**src/rtl/swap_pkg.sv**
```systemverilog
// Shared definitions for the swap engine: FSM state encoding and default geometry.
package swap_pkg;
    localparam int DEF_ADDR_W = 7;
    localparam int DEF_DATA_W = 8;

    typedef enum logic [1:0] {
        IDLE = 2'd0,
        LOAD = 2'd1,
        WR_A = 2'd2,
        WR_B = 2'd3
    } swap_state_t;
endpackage

```
**src/rtl/mem_swap_engine_if.sv**
```systemverilog
// Bus bundle for mem_swap_engine: swap handshake/status plus the single-ported user read/write path.
interface mem_swap_engine_if
    import swap_pkg::*;
#(
    parameter int ADDR_W = DEF_ADDR_W,
    parameter int DATA_W = DEF_DATA_W
);
    logic              swap_req;
    logic              swap_ready;
    logic [ADDR_W-1:0] addr_a;
    logic [ADDR_W-1:0] addr_b;
    logic              swap_busy;
    logic              swap_done;
    logic              wr_en;
    logic [ADDR_W-1:0] wr_addr;
    logic [DATA_W-1:0] wr_data;
    logic              rd_en;
    logic [ADDR_W-1:0] rd_addr;
    logic [DATA_W-1:0] rd_data;
    logic              rd_valid;
    logic              err_drop;

    modport master (
        output swap_req, addr_a, addr_b, wr_en, wr_addr, wr_data, rd_en, rd_addr,
        input  swap_ready, swap_busy, swap_done, rd_data, rd_valid, err_drop
    );

    modport slave (
        input  swap_req, addr_a, addr_b, wr_en, wr_addr, wr_data, rd_en, rd_addr,
        output swap_ready, swap_busy, swap_done, rd_data, rd_valid, err_drop
    );
endinterface

```
**src/rtl/swap_mem_array.sv**
```systemverilog
// Storage for the swap engine: one synchronous write port, one asynchronous read port, no reset.
module swap_mem_array
    import swap_pkg::*;
#(
    parameter int ADDR_W = DEF_ADDR_W,
    parameter int DATA_W = DEF_DATA_W
) (
    input  logic              clk,
    input  logic              we,
    input  logic [ADDR_W-1:0] waddr,
    input  logic [DATA_W-1:0] wdata,
    input  logic [ADDR_W-1:0] raddr,
    output logic [DATA_W-1:0] rdata
);
    logic [DATA_W-1:0] mem [2**ADDR_W];

    always_ff @(posedge clk) begin
        if (we) mem[waddr] <= wdata;
    end

    assign rdata = mem[raddr];
endmodule

```
**src/rtl/mem_swap_engine.sv**
```systemverilog
// Register file with a two-entry swap engine arbitrating against a user read/write port.
// Optional SWAP_PENDING_EN adds a one-entry request slot for back-to-back swaps.
//
//  state | meaning
//  IDLE  | user port live, swap requests accepted
//  LOAD  | tmp <= mem[a]; a==b finishes here with no writes
//  WR_A  | mem[a] <= mem[b]
//  WR_B  | mem[b] <= tmp; swap complete
module mem_swap_engine
    import swap_pkg::*;
#(
    parameter int ADDR_W = DEF_ADDR_W,
    parameter int DATA_W = DEF_DATA_W
) (
    input  logic               clk,
    input  logic               rstn,
    mem_swap_engine_if.slave   bus
);
    swap_state_t       state, state_nx;
    logic [ADDR_W-1:0] a_q, b_q, nxt_a, nxt_b;
    logic [DATA_W-1:0] tmp;
    logic              done_q, rd_valid_q, err_drop_q;
    logic [DATA_W-1:0] rd_data_q;

    logic              mem_we;
    logic [ADDR_W-1:0] mem_waddr, mem_raddr;
    logic [DATA_W-1:0] mem_wdata, mem_rdata;
    logic              accept, load_next, done_set, pend_take;

`ifdef SWAP_PENDING_EN
    logic              pend_valid;
    logic [ADDR_W-1:0] pend_a, pend_b;
    assign bus.swap_ready = (state == IDLE) || !pend_valid;
`else
    assign bus.swap_ready = (state == IDLE);
`endif

    assign accept        = bus.swap_req && bus.swap_ready;
    assign bus.swap_busy = (state != IDLE);
    assign bus.swap_done = done_q;
    assign bus.rd_data   = rd_data_q;
    assign bus.rd_valid  = rd_valid_q;
    assign bus.err_drop  = err_drop_q;

    always_ff @(posedge clk) begin
        if (!rstn) state <= IDLE;
        else       state <= state_nx;
    end

    always_comb begin
        state_nx  = state;
        mem_we    = 1'b0;
        mem_waddr = bus.wr_addr;
        mem_wdata = bus.wr_data;
        mem_raddr = bus.rd_addr;
        load_next = 1'b0;
        nxt_a     = bus.addr_a;
        nxt_b     = bus.addr_b;
        done_set  = 1'b0;
        pend_take = 1'b0;
        case (state)
            IDLE: begin
                mem_we = bus.wr_en;
                if (accept) begin
                    state_nx  = LOAD;
                    load_next = 1'b1;
                end
            end
            LOAD: begin
                mem_raddr = a_q;
                if (a_q == b_q) begin
                    state_nx = IDLE;
                    done_set = 1'b1;
                end else begin
                    state_nx = WR_A;
                end
            end
            WR_A: begin
                mem_raddr = b_q;
                mem_we    = 1'b1;
                mem_waddr = a_q;
                mem_wdata = mem_rdata;
                state_nx  = WR_B;
            end
            WR_B: begin
                mem_we    = 1'b1;
                mem_waddr = b_q;
                mem_wdata = tmp;
                state_nx  = IDLE;
                done_set  = 1'b1;
            end
            default: state_nx = IDLE;
        endcase
`ifdef SWAP_PENDING_EN
        // Chain straight into the next swap so the user port never sees an IDLE gap.
        if (done_set) begin
            if (pend_valid) begin
                state_nx  = LOAD;
                load_next = 1'b1;
                pend_take = 1'b1;
                nxt_a     = pend_a;
                nxt_b     = pend_b;
            end else if (accept) begin
                state_nx  = LOAD;
                load_next = 1'b1;
            end
        end
`endif
    end

    always_ff @(posedge clk) begin
        if (!rstn) begin
            done_q     <= 1'b0;
            rd_valid_q <= 1'b0;
            err_drop_q <= 1'b0;
            rd_data_q  <= '0;
`ifdef SWAP_PENDING_EN
            pend_valid <= 1'b0;
`endif
        end else begin
            done_q     <= done_set;
            rd_valid_q <= (state == IDLE) && bus.rd_en;
            err_drop_q <= (state != IDLE) && (bus.rd_en || bus.wr_en);
            if ((state == IDLE) && bus.rd_en) rd_data_q <= mem_rdata;
`ifdef SWAP_PENDING_EN
            if (pend_take)
                pend_valid <= 1'b0;
            else if (accept && (state != IDLE) && !done_set)
                pend_valid <= 1'b1;
`endif
        end
    end

    always_ff @(posedge clk) begin
        if (load_next) begin
            a_q <= nxt_a;
            b_q <= nxt_b;
        end
        if (state == LOAD) tmp <= mem_rdata;
`ifdef SWAP_PENDING_EN
        if (accept && (state != IDLE) && !done_set) begin
            pend_a <= bus.addr_a;
            pend_b <= bus.addr_b;
        end
`endif
    end

    // A reset landing mid-swap must not let the in-flight write through.
    swap_mem_array #(.ADDR_W(ADDR_W), .DATA_W(DATA_W)) u_array (
        .clk   (clk),
        .we    (mem_we && rstn && (pend_take || !pend_take)),
        .waddr (mem_waddr),
        .wdata (mem_wdata),
        .raddr (mem_raddr),
        .rdata (mem_rdata)
    );
endmodule

```
**src/flat_wrapper.sv**
```systemverilog
// flat-port wrapper written by rule: the top's interface ports become plain ports
module mem_swap_engine_flat import swap_pkg::*;
#(
    parameter int ADDR_W = DEF_ADDR_W,
    parameter int DATA_W = DEF_DATA_W
)
  (clk, rstn, bus_swap_req, bus_addr_a, bus_addr_b, bus_wr_en, bus_wr_addr, bus_wr_data, bus_rd_en, bus_rd_addr, bus_swap_ready, bus_swap_busy, bus_swap_done, bus_rd_data, bus_rd_valid, bus_err_drop);
  mem_swap_engine_if #(.ADDR_W(ADDR_W), .DATA_W(DATA_W)) bus_i ();
  input  logic clk;
  input  logic rstn;
  input wire logic [$bits(bus_i.swap_req)-1:0] bus_swap_req;
  input wire logic [$bits(bus_i.addr_a)-1:0] bus_addr_a;
  input wire logic [$bits(bus_i.addr_b)-1:0] bus_addr_b;
  input wire logic [$bits(bus_i.wr_en)-1:0] bus_wr_en;
  input wire logic [$bits(bus_i.wr_addr)-1:0] bus_wr_addr;
  input wire logic [$bits(bus_i.wr_data)-1:0] bus_wr_data;
  input wire logic [$bits(bus_i.rd_en)-1:0] bus_rd_en;
  input wire logic [$bits(bus_i.rd_addr)-1:0] bus_rd_addr;
  output wire logic [$bits(bus_i.swap_ready)-1:0] bus_swap_ready;
  output wire logic [$bits(bus_i.swap_busy)-1:0] bus_swap_busy;
  output wire logic [$bits(bus_i.swap_done)-1:0] bus_swap_done;
  output wire logic [$bits(bus_i.rd_data)-1:0] bus_rd_data;
  output wire logic [$bits(bus_i.rd_valid)-1:0] bus_rd_valid;
  output wire logic [$bits(bus_i.err_drop)-1:0] bus_err_drop;
  assign bus_i.swap_req = bus_swap_req;
  assign bus_i.addr_a = bus_addr_a;
  assign bus_i.addr_b = bus_addr_b;
  assign bus_i.wr_en = bus_wr_en;
  assign bus_i.wr_addr = bus_wr_addr;
  assign bus_i.wr_data = bus_wr_data;
  assign bus_i.rd_en = bus_rd_en;
  assign bus_i.rd_addr = bus_rd_addr;
  assign bus_swap_ready = bus_i.swap_ready;
  assign bus_swap_busy = bus_i.swap_busy;
  assign bus_swap_done = bus_i.swap_done;
  assign bus_rd_data = bus_i.rd_data;
  assign bus_rd_valid = bus_i.rd_valid;
  assign bus_err_drop = bus_i.err_drop;
  mem_swap_engine #(.ADDR_W(ADDR_W), .DATA_W(DATA_W)) u_core (.clk(clk), .rstn(rstn), .bus(bus_i));
endmodule
```
**config.mk**
```make
export PLATFORM = sky130hd
export DESIGN_NAME = mem_swap_engine_flat
export DESIGN_NICKNAME = d
export VERILOG_FILES = /design/src/rtl/swap_pkg.sv /design/src/rtl/mem_swap_engine_if.sv /design/src/rtl/swap_mem_array.sv /design/src/rtl/mem_swap_engine.sv /design/src/flat_wrapper.sv
export SDC_FILE = /design/constraint.sdc
export NUM_CORES = 1
export LEC_CHECK = 0
export CORE_MARGIN = 4
export CORE_UTILIZATION = 45
export CTS_BUF_LIST = sky130_fd_sc_hd__clkbuf_4 sky130_fd_sc_hd__clkbuf_8
export CTS_CLUSTER_DIAMETER = 150
export DETAILED_ROUTE_END_ITERATION = 10
export MAX_ROUTING_LAYER = met4
export PLACE_DENSITY = 0.71
export SLEW_MARGIN = 15
export SYNTH_ARGS = -nofsm -noshare
export SYNTH_HDL_FRONTEND = slang
export SYNTH_SLANG_ARGS = --single-unit
```
**constraint.sdc**
```tcl
create_clock -name clk -period 17.1 [get_ports clk]
set_input_delay 2.565 -clock clk [delete_from_list [all_inputs] [get_ports clk]]
set_output_delay 2.565 -clock clk [all_outputs]
set_load 0.02 [all_outputs]
```
# Yosys cells after proc, flatten, opt, wreduce, memory -nomap -nowiden
# Memories as Yosys holds them, arrays and structs flattened.
# Cells that the tools add are included.
[totals] ramBits=1024 word_cells=35 reg_bits=35 memories=1 out_inout_bits=13
[op_classes] n_mux=13 eq_ne=5 n_reduce_logical=8
[memory_table] name="u_core.u_array.mem" depth=128 word_bits=8 rd=1 rd_ports_with_merged_regs=0 wr=1 line="swap_mem_array.sv:15" source="logic [DATA_W-1:0] mem [2**ADDR_W];"
[op_table] op="7-bit case mux with 2 select lines" n=2
[op_table] op="8-bit case mux with 2 select lines" n=1
[op_table] op="2-bit case mux with 4 select lines" n=1
[op_table] op="7-bit == test" n=1
[op_table] op="1-bit two-way mux" n=5
[op_table] op="2-bit == test (second input constant)" n=2
[op_table] op="1-bit logical AND" n=4
[op_table] op="2-bit two-way mux" n=2
[op_table] op="1-bit case mux with 2 select lines" n=2
[op_table] op="2-bit by 1-bit == test with 1-bit output (second input constant)" n=1
[op_table] op="2-bit logical NOT" n=1
[op_table] op="2-bit inequality test (second input constant)" n=1
[op_table] op="2-bit nonzero test" n=1
[op_table] op="2-bit OR reduction" n=1
[op_table] op="1-bit logical OR" n=1

# Longest topological paths before layout
[logic_depth] ltp_word=6 depth_mapped=16

# Hierarchy
# From an unflattened synthesis, not the netlist that was laid out.
[unflattened] cells_unflattened=1797 hier_area_um2=41197.0
[by_module_without_submodules] mod="swap_mem_array" area_each_um2=39505.4 seq_area_each_um2=30749.5 cells_per_inst=1627 instances=1
[by_module_without_submodules] mod="mem_swap_engine" area_each_um2=1691.6 seq_area_each_um2=920.9 cells_per_inst=170 instances=1

# Worst setup path before layout
# Ideal clock, no wire load.
[synth_path] kind="input -> register" from="input port bus_rd_addr[0]" to="memory u_core.u_array.mem[0][1] (netlist bit) (data pin)" stages=11 arrival_time_ns=9.243 setup_ns=1.197 setup_slack_ns=6.660 path_buffers=4 cell_sequence="nor2_2 > a21oi_4 > buf_4 > buf_6 > buf_6 > buf_2 > a2111oi_0 > a31oi_1 > a31oi_1 > a22oi_1 > o21ai_0"
[synth_between] elab_chain_cells=3
[synth_lines] element="from (decl)" line="flat_wrapper.sv:18" source="input wire logic [$bits(bus_i.rd_addr)-1:0] bus_rd_addr;"
[synth_lines] element="7-bit case mux with 2 select lines" line="mem_swap_engine.sv:61" source="case (state)"
[synth_lines] element="memory 128 x 8 bit"
[synth_lines] element="8-bit case mux with 2 select lines" line="mem_swap_engine.sv:61"
[synth_lines] element="named net u_core.mem_wdata[1]" line="mem_swap_engine.sv:27" source="logic [DATA_W-1:0] mem_wdata, mem_rdata;"
[synth_lines] element="to (decl)" line="swap_mem_array.sv:15"
# The timed path passes the listed nets, and every way through them passes these cells.

# Final worst setup path
[layout_path] from="input port bus_rd_addr[1]" to="memory u_core.u_array.mem[68][1] (netlist bit) (data pin)"
# The elaborated chain is that of the path after synthesis.

==> results.cfg <==
[outcome]
result_of_the_run = complete, no violations

[global_route]
via_count_of_the_first_global_routing_pass = 26030
grtUsageTotal = 0.235
pin_count_of_the_biggest_net_entering_global_routing = 161
overflow = 0
grt_pass1_wl_um = 174000
antenna_found_initial = 1

[sta]
max_slew_margin = 0.0946
hold_viol_final = 0
final.period_utilization = 0.471
rsz0062_at_grt = no
report.final.slew_viol_count = 0
timing.fmax_mhz = 124
period_minus_slack_ps = 8050
worst_clock_skew_on_the_final_layout_ps = 42.0
final_worst_hold_slack_ps = 587
final.setup.tns_ps = 0
setup_failing_eps_final = 0
tightest_slew_ps = 1320

[cts]
post_cts_resize_count = 0
post_cts_hold_fix_bufs = 0
cts_tree = yes
cts.htree.levels = 4
clk-insertion-delay-late_ps = 830
tritoncts_num_sinks = 1059
cts_setup_buffers = 0
clock_input_transition_at_the_sequential_cells_of_the_worst_setup_and_hold_paths_ps = 60
cts-buffers-inserted = 162
clock-root-buffer = clkbuf_8
ctsLongestPathBuffers = 3

[logic_synthesis]
synth_top_area_cell = edfxtp_1
synthesis.area_mm2 = 0.0435
yosysUniqueCellTypes = 53
postSynthRegisterBits = 1059
yosys_warnings = 0
post-synth-top-area-fraction = 0.722
number_of_enable_flip_flop_cells_after_synthesis = 1046
syn_inst = 2955
syn-num-nets = 3002
synth-main-ff-cell = edfxtp_1
synthesis.area_per_instance_um2 = 14.7
synth.top_cells.by_area = edfxtp_1 72%, a211oi_1 4.4%, nand2_1 3.5%
synth.yosys.seq_area_share = 0.728
async_reset_ff_frac = 0

[routing]
avgViaCountPerCell = 6.13
wl_um = 119000
antenna_violating_nets_post_route = 0
detailedRoute.firstIterationViolations = 3659
detailedRoute.firstPassIterationCount = 7
wire_per_inst_um = 26.8
drcViolationCount = 0
vias = 27174

[critical_path]
worst_setup_path_start_kind = input pin
cp.required_ps = 17580
r2r_slack_ps = 9620
r2r_cells = 13
path_class = in2reg
critPathArrivalTime_ps = 8520
r2r_start = u_core.state[0]$_SDFFE_PN0P_
crit_path_end_kind = register
path_max_fanout = 86
r2r-end = u_core.u_array.mem[68][1]$_DFFE_PP_

[floorplan]
effective_utilization_at_floorplan = 0.456
core_mm2 = 0.0954
die_height_um = 319
dieWidth_um = 319
rows = 113
ios = 54
floorplan.die_area_mm2 = 0.102

[placed_design]
place.port_buffers = 53
gp_congestion = 0.882
dpl.hpwl_um = 68700

[power_and_ir_drop]
static-leakage-power_uw = 0.0160
pwr_density_cell_mw_per_mm2 = 131
vdd.ir_drop.worst_mv = 0.0842

[finish]
finalNetCount = 3088
multi_input_comb_area_mm2 = 0.0105
share_of_final_layout_standard_cells_stronger_than_drive_strength_1 = 0.127
layout.area.seq_mm2 = 0.0317
synthToLayoutAreaGrowth_pct = 11.5
fill_cells = 7780

[run]
max_cap_viol_count = 0

[hold_path]
hold_end = u_core.bus.rd_data[3]$_SDFFE_PN0P_
hold_path_depth = 2
hp-start = u_core.bus.rd_data[3]$_SDFFE_PN0P_
min_path_type = reg2reg
[per-stage QoR]
| step | total power [uW] | utilization | setup WS, ps | cell area, um^2 | cells |
|---|---|---|---|---|---|
| after global routing | 6540 | 0.508 | 8870 | 48500 | 4430 |
| after global placement | 4330 | 0.475 | 8480 | 45400 | 4141 |
| final | 6330 | 0.508 | 9050 | 48500 | 4431 |
| after detailed placement | 4350 | 0.475 | 8400 | 45400 | 4141 |
| after floorplan | 3870 | - | 6660 | 43500 | 2955 |
| after CTS | 6320 | 0.507 | 9230 | 48400 | 4428 |
[layout by cell type, fill, tap and decap left out, types with 9 or more instances in the layout]
master | synthesis | routed
a2111oi_0 | 9 | 9
a211oi_1 | 257 | 257
a21oi_1 | 50 | 47
a221oi_1 | 41 | 41
a22o_1 | 22 | 21
a22oi_1 | 34 | 34
a311oi_1 | 62 | 62
a31oi_1 | 33 | 33
buf_4 | 15 | 68
clkbuf_4 | 0 | 51
clkbuf_8 | 0 | 163
clkdlybuf4s50_1 | 0 | 53
clkinv_1 | 0 | 50
dfxtp_1 | 13 | 13
edfxtp_1 | 1046 | 1046
inv_1 | 146 | 146
mux2i_1 | 136 | 136
mux4_2 | 44 | 44
nand2_1 | 411 | 410
nand3_1 | 106 | 106
nor2_1 | 155 | 150
nor2b_1 | 16 | 15
nor4_1 | 16 | 16
o2111ai_1 | 15 | 15
o21ai_0 | 28 | 27
o31ai_1 | 10 | 10
[power by group]
group | switching [uW] | internal, uW
Clock | 969 | 1030
Combinational | 986 | 391
Sequential | 11.5 | 2940
[cells in the mapped netlist, types with 9 or more instances]
cell	number
a2111oi_0	9
a211oi_1	257
a21o_1	9
a21oi_1	50
a221oi_1	41
a22o_1	22
a22oi_1	34
a311oi_1	62
a31oi_1	33
buf_1	12
buf_2	74
buf_4	15
buf_6	10
clkbuf_1	93
dfxtp_1	13
edfxtp_1	1046
inv_1	146
mux2i_1	136
mux4_2	44
nand2_1	411
nand3_1	106
nor2_1	155
nor2b_1	16
nor4_1	16
o2111ai_1	15
o21ai_0	28
o31ai_1	10
[flip-flops by register name, summed over array words and instances (netlist names), named ones only]
name	flops
u_core.b_q	7
u_core.bus.err_drop	1
u_core.u_array.mem	1024
u_core.a_q	7
u_core.bus.rd_valid	1
u_core.bus.rd_data	8
u_core.tmp	8
u_core.bus.swap_done	1
u_core.state	1
[layout make-up]
class / count / area share
multi-input combinational: 1544 / 0.216
clock buffer: 214 / 0.0542
sequential: 1059 / 0.653
clock inverter: 73 / 0.00880
inverter: 148 / 0.0115
antenna: 2 / 0.000103
tap: 1265 / 0.0327
timing repair buffer: 126 / 0.0235
[cell families (layout without fill, tap and decap cells)]
group	Yosys count	in the layout	share of synthesized area
flops	1059	1059	0.728
simple gates	728	728	0.0692
compound gates	623	623	0.110
buf+inv	352	561	0.0355
mux	180	180	0.0541
xor+xnor	7	7	0.00141
fa+ha+maj	6	6	0.00173
other cells	0	2	0
[worst max-delay path by stage]
stage                   startpoint                                   to  slack, ps  cells after the start
finish              bus_rd_addr[1]  u_core.u_array.mem[68][1]$_DFFE_PP_       9050                     13
floorplan           bus_rd_addr[0]   u_core.u_array.mem[0][1]$_DFFE_PP_       6660                     11
global route        bus_rd_addr[1]  u_core.u_array.mem[68][1]$_DFFE_PP_       8870                     13
detailed placement  bus_rd_addr[1]  u_core.u_array.mem[46][1]$_DFFE_PP_       8400                     13
global placement    bus_rd_addr[1]  u_core.u_array.mem[44][6]$_DFFE_PP_       8480                     14
CTS                 bus_rd_addr[1]  u_core.u_array.mem[68][1]$_DFFE_PP_       9230                     13
[routing by layer]
metal  track usage  up-vias  routed length [um]
li1              -    11643                   -
met2         0.355     1715               55200
met5             -        -                   0
met3        0.0602      322               13300
met4         0.100        0                5290
met1         0.303    13494               45000
[critical path: stages]
cell and delay [ps]:
clkdlybuf4s50_1 510, nor2_1 50, buf_4 250, a21oi_4 350, buf_4 810, buf_4 840, mux2i_1 180, mux2i_1 200
o2111ai_1 210, a22oi_1 400, a22oi_1 250, o21ai_4 880, buf_4 820
Power figures use the tool's default switching activity.
